==> src/rtl/tea_pkg.sv <==
// Shared types and constants for the TEA/XTEA block engine.
// Imported by tea_cycle and tea_block_engine.
package tea_pkg;

    localparam logic [31:0] TEA_DELTA = 32'h9E3779B9;

    typedef enum logic [1:0] {IDLE, RUN, DONE} state_t;
    typedef enum logic {ALG_TEA, ALG_XTEA} alg_t;

    typedef logic [63:0]  block_t;
    typedef logic [127:0] key_t;

    // Key word k[i], with k0 held in the most significant 32 bits.
    function automatic logic [31:0] key_word(input key_t k, input logic [1:0] i);
        logic [31:0] w;
        case (i)
            2'd0:    w = k[127:96];
            2'd1:    w = k[95:64];
            2'd2:    w = k[63:32];
            default: w = k[31:0];
        endcase
        return w;
    endfunction

endpackage

==> src/rtl/tea_cycle.sv <==
// One full TEA/XTEA cycle (two Feistel half-rounds), purely combinational.
// The XTEA datapath exists only when XTEA_EN is defined.
module tea_cycle
    import tea_pkg::*;
#(
    parameter logic [31:0] DELTA = TEA_DELTA
) (
    input  block_t      v,
    input  key_t        key,
    input  logic [31:0] sum,
    input  logic        decrypt,
    input  alg_t        alg,
    output block_t      v_next,
    output logic [31:0] sum_next
);

    logic [31:0] v0, v1, k0, k1, k2, k3;
    logic [31:0] sum_up, sum_dn;
    logic [31:0] te0, te1, td0, td1;

    function automatic logic [31:0] tea_f(input logic [31:0] x, s, ka, kb);
        return ((x << 4) + ka) ^ (x + s) ^ ((x >> 5) + kb);
    endfunction

    assign {v0, v1}         = v;
    assign {k0, k1, k2, k3} = key;
    assign sum_up           = sum + DELTA;
    assign sum_dn           = sum - DELTA;
    // Both algorithms step the sum identically per cycle.
    assign sum_next         = decrypt ? sum_dn : sum_up;

    assign te0 = v0 + tea_f(v1, sum, k0, k1);
    assign te1 = v1 + tea_f(te0, sum, k2, k3);
    assign td1 = v1 - tea_f(v0, sum, k2, k3);
    assign td0 = v0 - tea_f(td1, sum, k0, k1);

`ifdef XTEA_EN
    logic [31:0] xe0, xe1, xd0, xd1;

    function automatic logic [31:0] mix(input logic [31:0] x);
        return ((x << 4) ^ (x >> 5)) + x;
    endfunction

    assign xe0 = v0 + (mix(v1)  ^ (sum    + key_word(key, sum[1:0])));
    assign xe1 = v1 + (mix(xe0) ^ (sum_up + key_word(key, sum_up[12:11])));
    assign xd1 = v1 - (mix(v0)  ^ (sum    + key_word(key, sum[12:11])));
    assign xd0 = v0 - (mix(xd1) ^ (sum_dn + key_word(key, sum_dn[1:0])));

    always_comb begin
        if (alg == ALG_XTEA) begin
            v_next = decrypt ? {xd0, xd1} : {xe0, xe1};
        end else begin
            v_next = decrypt ? {td0, td1} : {te0, te1};
        end
    end
`else
    logic unused_alg;
    assign unused_alg = alg;
    assign v_next     = decrypt ? {td0, td1} : {te0, te1};
`endif

endmodule

==> src/rtl/tea_block_engine.sv <==
// TEA (and XTEA when XTEA_EN is defined) block engine with valid/ready
// handshakes, per-block key latch and UNROLL cycles per clock.
module tea_block_engine
    import tea_pkg::*;
#(
    parameter int          ROUNDS = 32,
    parameter int          UNROLL = 1,
    parameter logic [31:0] DELTA  = TEA_DELTA
) (
    input  logic         clk,
    input  logic         reset_n,
    input  logic         in_valid,
    output logic         in_ready,
    input  logic [63:0]  in_data,
    input  logic [127:0] in_key,
    input  logic         in_decrypt,
    input  logic         in_alg,
    output logic         out_valid,
    input  logic         out_ready,
    output logic [63:0]  out_data,
    output logic         busy
);

    localparam int          CW      = $clog2(ROUNDS + 1);
    localparam logic [31:0] SUM_DEC = 32'(ROUNDS) * DELTA;

    state_t      state, state_next;
    logic [CW-1:0] cnt;
    block_t      v_q, out_q;
    key_t        key_q;
    logic [31:0] sum_q, sum_init;
    logic        dec_q;
    alg_t        alg_q, alg_in;
    logic        accept, last;
    logic        out_valid_q, busy_q;

    block_t      v_chain   [UNROLL+1];
    logic [31:0] sum_chain [UNROLL+1];

`ifdef XTEA_EN
    assign alg_in = alg_t'(in_alg);
`else
    logic unused_in_alg;
    assign unused_in_alg = in_alg;
    assign alg_in        = ALG_TEA;
`endif

    assign sum_init = in_decrypt            ? SUM_DEC :
                      (alg_in == ALG_XTEA)  ? 32'h0   : DELTA;
    assign last     = (cnt == CW'(ROUNDS - UNROLL));
    assign accept   = in_valid & in_ready;

    assign v_chain[0]   = v_q;
    assign sum_chain[0] = sum_q;

    for (genvar g = 0; g < UNROLL; g++) begin : g_unroll
        tea_cycle #(.DELTA(DELTA)) u_cycle (
            .v        (v_chain[g]),
            .key      (key_q),
            .sum      (sum_chain[g]),
            .decrypt  (dec_q),
            .alg      (alg_q),
            .v_next   (v_chain[g+1]),
            .sum_next (sum_chain[g+1])
        );
    end

    always_comb begin
        state_next = state;
        in_ready   = 1'b0;
        case (state)
            IDLE: begin
                in_ready = 1'b1;
                if (in_valid) state_next = RUN;
            end
            RUN: begin
                if (last) state_next = DONE;
            end
            DONE: begin
                in_ready = out_ready;
                if (out_ready) state_next = in_valid ? RUN : IDLE;
            end
            default: state_next = IDLE;
        endcase
    end

    always_ff @(posedge clk or negedge reset_n) begin
        if (!reset_n) begin
            state       <= IDLE;
            out_valid_q <= 1'b0;
            busy_q      <= 1'b0;
        end else begin
            state       <= state_next;
            out_valid_q <= (state_next == DONE);
            busy_q      <= (state_next == RUN);
        end
    end

    always_ff @(posedge clk or negedge reset_n) begin
        if (!reset_n) begin
            v_q   <= '0;
            out_q <= '0;
            key_q <= '0;
            sum_q <= '0;
            cnt   <= '0;
            dec_q <= 1'b0;
            alg_q <= ALG_TEA;
        end else if (accept) begin
            v_q   <= in_data;
            key_q <= in_key;
            sum_q <= sum_init;
            dec_q <= in_decrypt;
            alg_q <= alg_in;
            cnt   <= '0;
        end else if (state == RUN) begin
            v_q   <= v_chain[UNROLL];
            sum_q <= sum_chain[UNROLL];
            cnt   <= cnt + CW'(UNROLL);
            if (last) out_q <= v_chain[UNROLL];
        end
    end

    assign out_valid = out_valid_q;
    assign busy      = busy_q;
    assign out_data  = out_q;

endmodule

==> config.mk <==
export PLATFORM = sky130hd
export DESIGN_NAME = tea_block_engine
export DESIGN_NICKNAME = d
export VERILOG_FILES = /design/src/rtl/tea_pkg.sv /design/src/rtl/tea_cycle.sv /design/src/rtl/tea_block_engine.sv
export SDC_FILE = /design/constraint.sdc
export NUM_CORES = 2
export LEC_CHECK = 0
export ABC_AREA = 1
export ABC_CLOCK_PERIOD_IN_PS = 21500
export CELL_PAD_IN_SITES_DETAIL_PLACEMENT = 0
export CELL_PAD_IN_SITES_GLOBAL_PLACEMENT = 2
export CORE_ASPECT_RATIO = 0.7
export CORE_UTILIZATION = 38
export CTS_CLUSTER_DIAMETER = 50
export CTS_CLUSTER_SIZE = 10
export DETAILED_ROUTE_END_ITERATION = 8
export GPL_ROUTABILITY_DRIVEN = 0
export PLACE_DENSITY_LB_ADDON = 0.2
export SETUP_SLACK_MARGIN = 0.05
export SYNTH_ARGS = -nofsm -noshare
export SYNTH_HDL_FRONTEND = slang
export SYNTH_SLANG_ARGS = --single-unit
==> constraint.sdc <==
create_clock -name clk -period 21.5 [get_ports clk]
set_clock_uncertainty 0.2 [all_clocks]
set_input_delay 4.3 -clock clk [delete_from_list [all_inputs] [get_ports clk]]
set_output_delay 4.3 -clock clk [all_outputs]
set_load 0.02 [all_outputs]
# After elaboration in Yosys (flattened, before gate mapping)
# Cells that the tools add are included.
totals:
  regBits: 299
op_classes:
  add_sub_neg: 19
  n_mux: 15
  eq_ne: 5
  reduce_logical: 3
  bitwise: 10
op_table:
  columns: ["cell", "n"]
  rows:
  - ["$add 32x32->32", 10]
  - ["$xor 32x32->32", 8]
  - ["$mux 64", 3]
  - ["$add 27x32->32", 4]
  - ["$mux 32", 3]
  - ["$sub 32x32->32", 2]
  - ["$add 32x32->32 const B", 1]
  - ["$sub 32x32->32 const B", 1]
  - ["$mux 31", 1]
  - ["$mux 6", 2]
  - ["$add 6x1->6 const B", 1]
  - ["$eq 6x5->1 const B", 1]
  - ["$mux 2", 3]
  - ["$pmux 2 s3", 1]
  - ["$eq 2x1->1 const B", 2]
  - ["$eq 2x2->1 const B", 2]
  - ["$reduce_and 3->1", 1]
  - ["$logic_not 2->1", 1]
  - ["$pmux 1 s2", 1]
  - ["$reduce_bool 2->1", 1]
  - ["$and 1x1->1", 1]
  - ["$mux 1", 1]
  - ["$not 1->1", 1]

# Longest topological paths before layout
depth:
  depth_word: 11
  depth_mapped: 53

# By module
# A second synthesis with hierarchy kept.
hier_totals:
  cells_unflattened: 5740
  area_unflattened_um2: 40096.0
modules_own_cells:
  columns: ["module", "instances", "cells_each", "area_per_inst_um2"]
  rows:
  - ["tea_cycle", 1, 4351, 27998.1]
  - ["tea_block_engine", 1, 1389, 12097.9]

# Worst setup path before layout
# No wires, ideal clock.
synth_timing:
  path_kind: "input to output"
  startpoint: "input port out_ready"
  endpoint: "output port in_ready"
  t_arrival_ns: 4.707
  n_path_buf: 0
  slack_ns: 12.293
  path_stages: 2
  path_cell_list: "inv_1 a21oi_1"
synth_via:
  elab_chain_len: 1
synth_lines:
  columns: ["element", "line", "text"]
  rows:
  - ["start, declared", "tea_block_engine.sv:19", "input logic out_ready,"]
  - ["$pmux 1 s2", "tea_block_engine.sv:71", "case (state)"]
  - ["end, declared", "tea_block_engine.sv:13", "output logic in_ready,"]
# Every way passes these cells.

# Worst setup path after layout
layout_timing:
  startpoint: "register sum_q[0]"
  endpoint: "register v_q[58]"
layout_via:
  elab_chain_len: 11
  elab_cells_between_ends: 17
layout_lines:
  columns: ["element", "line", "text"]
  rows:
  - ["start, declared", "tea_block_engine.sv:31", "logic [31:0] sum_q, sum_init;"]
  - ["start signal, assigned", "tea_block_engine.sv:111", "sum_q <= sum_init;"]
  - ["start signal, assigned", "tea_block_engine.sv:117", "sum_q <= sum_chain[UNROLL];"]
  - ["$add 32x32->32", "tea_cycle.sv:22", "return ((x << 4) + ka) ^ (x + s) ^ ((x >> 5) + kb);"]
  - ["$xor 32x32->32 (2 in a row)", "tea_cycle.sv:22", null]
  - ["$sub 32x32->32", "tea_cycle.sv:34", "assign td1 = v1 - tea_f(v0, sum, k2, k3);"]
  - ["$add 32x32->32", "tea_cycle.sv:22", null]
  - ["$xor 32x32->32 (2 in a row)", "tea_cycle.sv:22", null]
  - ["$sub 32x32->32", "tea_cycle.sv:35", "assign td0 = v0 - tea_f(td1, sum, k0, k1);"]
  - ["$mux 64 (*)", "tea_cycle.sv:59", "assign v_next = decrypt ? {td0, td1} : {te0, te1};"]
  - ["$mux 64 (*)", "tea_block_engine.sv:115", "end else if (state == RUN) begin"]
  - ["$mux 64 (*)", "tea_block_engine.sv:108", "end else if (accept) begin"]
  - ["end signal, assigned", "tea_block_engine.sv:109", "v_q <= in_data;"]
  - ["end signal, assigned", "tea_block_engine.sv:116", "v_q <= v_chain[UNROLL];"]
  - ["end, declared", "tea_block_engine.sv:29", "block_t v_q, out_q;"]
# Mark *: on every way between the ends. The rest lies on a longest branch, timed or not. The select of a mux whose other input is x is not followed.
# A chain may end at the register's enable or synchronous reset.

==> flow_metrics.tcl <==
set metrics [dict create \
    coreArea_um2 100700 \
    drv_cap 0 \
    cpMaxStageDelayCell "xor2_1" \
    slew_violations 0 \
    arrival_ns 11.12 \
    cts_setup_buffers 0 \
    crit_path_start_kind "flop" \
    reg2reg_depth 43 \
    drt-pass1-iter-count 6 \
    final_net_count 6584 \
    min_period_over_period 0.5050 \
    multiInputGateArea_um2 29170 \
    outcome "complete, no violations" \
    path_max_fanout 8 \
    slew_headroom 0.2333 \
    dr_total_vias 40337 \
    grt_first_pass_wirelength_um 243400 \
    drt_iter0_drc 4078 \
    dpl.cell_count 7136 \
    seq_area_um2 7486 \
    synth-seq-cells 299 \
    synth-edff-count 0 \
    antenna_found_initial 12 \
    initial_core_util 0.3863 \
    final_layout_size_suffix_gt1_frac 0.04420 \
    die_h_um 269.7 \
    crit_top_cell "inv_1" \
    yosys_most_used_dff "dfrtp_1" \
    fin_ws_ns 10.64 \
    fmax_mhz 92.11 \
    ios 265 \
    grt.total_usage 0.3164 \
    syn_area_per_cell_um2 6.970 \
    synth_warnings 0 \
    setup_tns_ns 0 \
    finalWirelength_um 168500 \
    reg2reg_setup_slack_ns 10.64 \
    cp_slowest_stage_delay_ns 0.82 \
    place_ws_ns 11.06 \
    holdCritPathClass "flop to flop" \
    cts_tree "yes" \
    route.antenna.remaining_nets 0 \
    clock-sinks 299 \
    required_ns 21.77 \
    clkLatencyLatePin_ns 0.65 \
    place_area_um2 43200 \
    viasPerCell 5.585 \
    design_area_um2 44800 \
    placementRows 97 \
    min_path_cells 2 \
    path_class "flop to flop" \
    die_width_um 384.5 \
    dp.final_hpwl_um 139700 \
    yosysUniqueCellTypes 68 \
    cts_resized 0 \
    ctsHoldBuffers 0 \
    io_buffer_count 263 \
    wl_per_cell_um 23.33 \
    critPathTopFamily "compound AO/OA/AOI/OAI gates" \
    cts_root_buf "clkbuf_16" \
    setup_viol 0 \
    numCtsBuffers 49 \
    rr_endpoint "v_q[58]$_DFFE_PN0P_" \
    rsz0062_at_grt "no" \
    drc 0 \
    most-common-layout-cells "nand2_1 (1,562), a21oi_1 (540), ha_1 (518)" \
    endpoint_kind "flop" \
    synth_nets 6316 \
    fillCellCount 10621 \
    cts.path.max_buffers 3 \
    syn_to_final_growth_pct 15.13 \
    netlist_area_um2 38920 \
    hold_viol 0 \
    finalNonFillerCells 7222 \
    hold_start "out_data[20]$_DFFE_PN0P_" \
    cp_num_buf_inv 7 \
    final_common_cell "nand2_1" \
    async_reset_ff_frac 1.000 \
    clk_pin_slew_ns 0.06 \
    hold_end "out_data[20]$_DFFE_PN0P_" \
    grt_max_degree 131 \
    overflow 0 \
    first_global_vias 37990 \
    ys_seq_area_frac 0.1923 \
    cts-htree-levels 2 \
    dieArea_um2 103700 \
    regToRegStartpoint "sum_q[0]$_DFFE_PN0P_" \
    worst_slew_pin_slew_ns 1.142 \
    period_needed_ns 10.86 \
    synthCells 5583 \
]
## area by class of cell
class / count / area share
inverter: 503 / 0.04231
antenna: 3 / 0.0001676
clock inverter: 23 / 0.005585
clock buffer: 60 / 0.03008
multi-input combinational: 4692 / 0.6511
sequential: 299 / 0.1671
timing repair buffer: 306 / 0.06635
tap: 1336 / 0.03731
## logic make-up after synthesis
kind of cell             count (synthesis)  synth area share
AND/OR/NAND/NOR                       2261            0.2373
buffers and inverters                  592           0.05868
XOR/XNOR                               676            0.1540
adder cells (fa/ha/maj)                535            0.1753
multiplexers                             1         0.0002893
AO/OA/AOI/OAI                         1219            0.1822
flip-flops                             299            0.1923
## worst reg2reg max path, delay by kind of cell, from the launching register on
family	cells	cell delay [ns]
AO/OA/AOI/OAI	13	3.12
XOR/XNOR	6	2.55
adder cells (fa/ha/maj)	5	2.07
buffers and inverters	7	0.60
flip-flops	1	0.64
AND/OR/NAND/NOR	12	1.50
## worst max-delay path by stage
stage                                     from             endpoint  slack [ns]  depth (start not counted)
after floorplan                      out_ready             in_ready       12.29                          2
after global placement    sum_q[0]$_DFFE_PN0P_  v_q[63]$_DFFE_PN0P_       11.06                         46
after detailed placement  sum_q[0]$_DFFE_PN0P_  v_q[58]$_DFFE_PN0P_       11.06                         43
after CTS                 sum_q[0]$_DFFE_PN0P_  v_q[58]$_DFFE_PN0P_       11.01                         43
after global routing      sum_q[0]$_DFFE_PN0P_  v_q[63]$_DFFE_PN0P_       10.07                         45
final                     sum_q[0]$_DFFE_PN0P_  v_q[58]$_DFFE_PN0P_       10.64                         43
## synthesized netlist by cell type, types with 4 or more instances
cell | number | area [µm²]
a211oi_1 | 5 | 37.54
a21boi_0 | 10 | 75.07
a21boi_1 | 18 | 135.1
a21boi_2 | 9 | 101.4
a21o_1 | 31 | 232.7
a21oi_1 | 540 | 2703
a21oi_2 | 17 | 148.9
a221oi_1 | 9 | 78.83
a22o_1 | 10 | 87.58
a31oi_1 | 44 | 275.3
buf_1 | 8 | 30.03
clkbuf_1 | 70 | 262.8
clkbuf_8 | 4 | 55.05
dfrtp_1 | 299 | 7482
fa_1 | 17 | 340.3
ha_1 | 518 | 6481
inv_1 | 491 | 1843
inv_2 | 9 | 33.78
nand2_1 | 1564 | 5871
nand2_2 | 18 | 112.6
nand3_1 | 256 | 1281
nand3_2 | 14 | 140.1
nand3b_1 | 7 | 52.55
nand4_1 | 29 | 181.4
nor2_1 | 277 | 1040
nor2_2 | 4 | 25.02
nor3_1 | 43 | 215.2
nor4_1 | 20 | 125.1
o211ai_1 | 50 | 375.4
o21a_1 | 23 | 172.7
o21ai_0 | 284 | 1421
o21ai_1 | 49 | 245.2
o21ai_2 | 31 | 271.5
o21bai_1 | 31 | 232.7
o221ai_1 | 15 | 131.4
o22ai_1 | 9 | 56.30
o31ai_1 | 11 | 82.58
or2_1 | 7 | 43.79
or2_2 | 11 | 68.82
xnor2_1 | 255 | 2233
xor2_1 | 416 | 3643
## routing by layer
metal,share of wire,vias up,track usage
met3,0.091,163,0.05496
met4,0.018,2,0.05556
met1,0.49,19319,0.4907
met2,0.40,1507,0.4520
met5,0.000077,-,0
li1,-,19346,-
## metrics by stage
stage          hold WS (ns)    util
2_1_floorplan        0.2692       -
6_report             0.2782  0.4448
5_1_grt              0.3037  0.4447
3_5_place_dp         0.2680  0.4288
4_1_cts              0.2850  0.4447
3_3_place_gp         0.2693  0.4288
## registers in the layout, indices dropped and copies added (netlist names)
name,flops
busy,1
cnt,6
dec_q,1
key_q,128
out_data,64
out_valid,1
state,2
sum_q,32
v_q,64
Power is left out: the tool's default activity adds up to more than one toggle a clock period on the data nets, which glitch-free logic cannot reach.
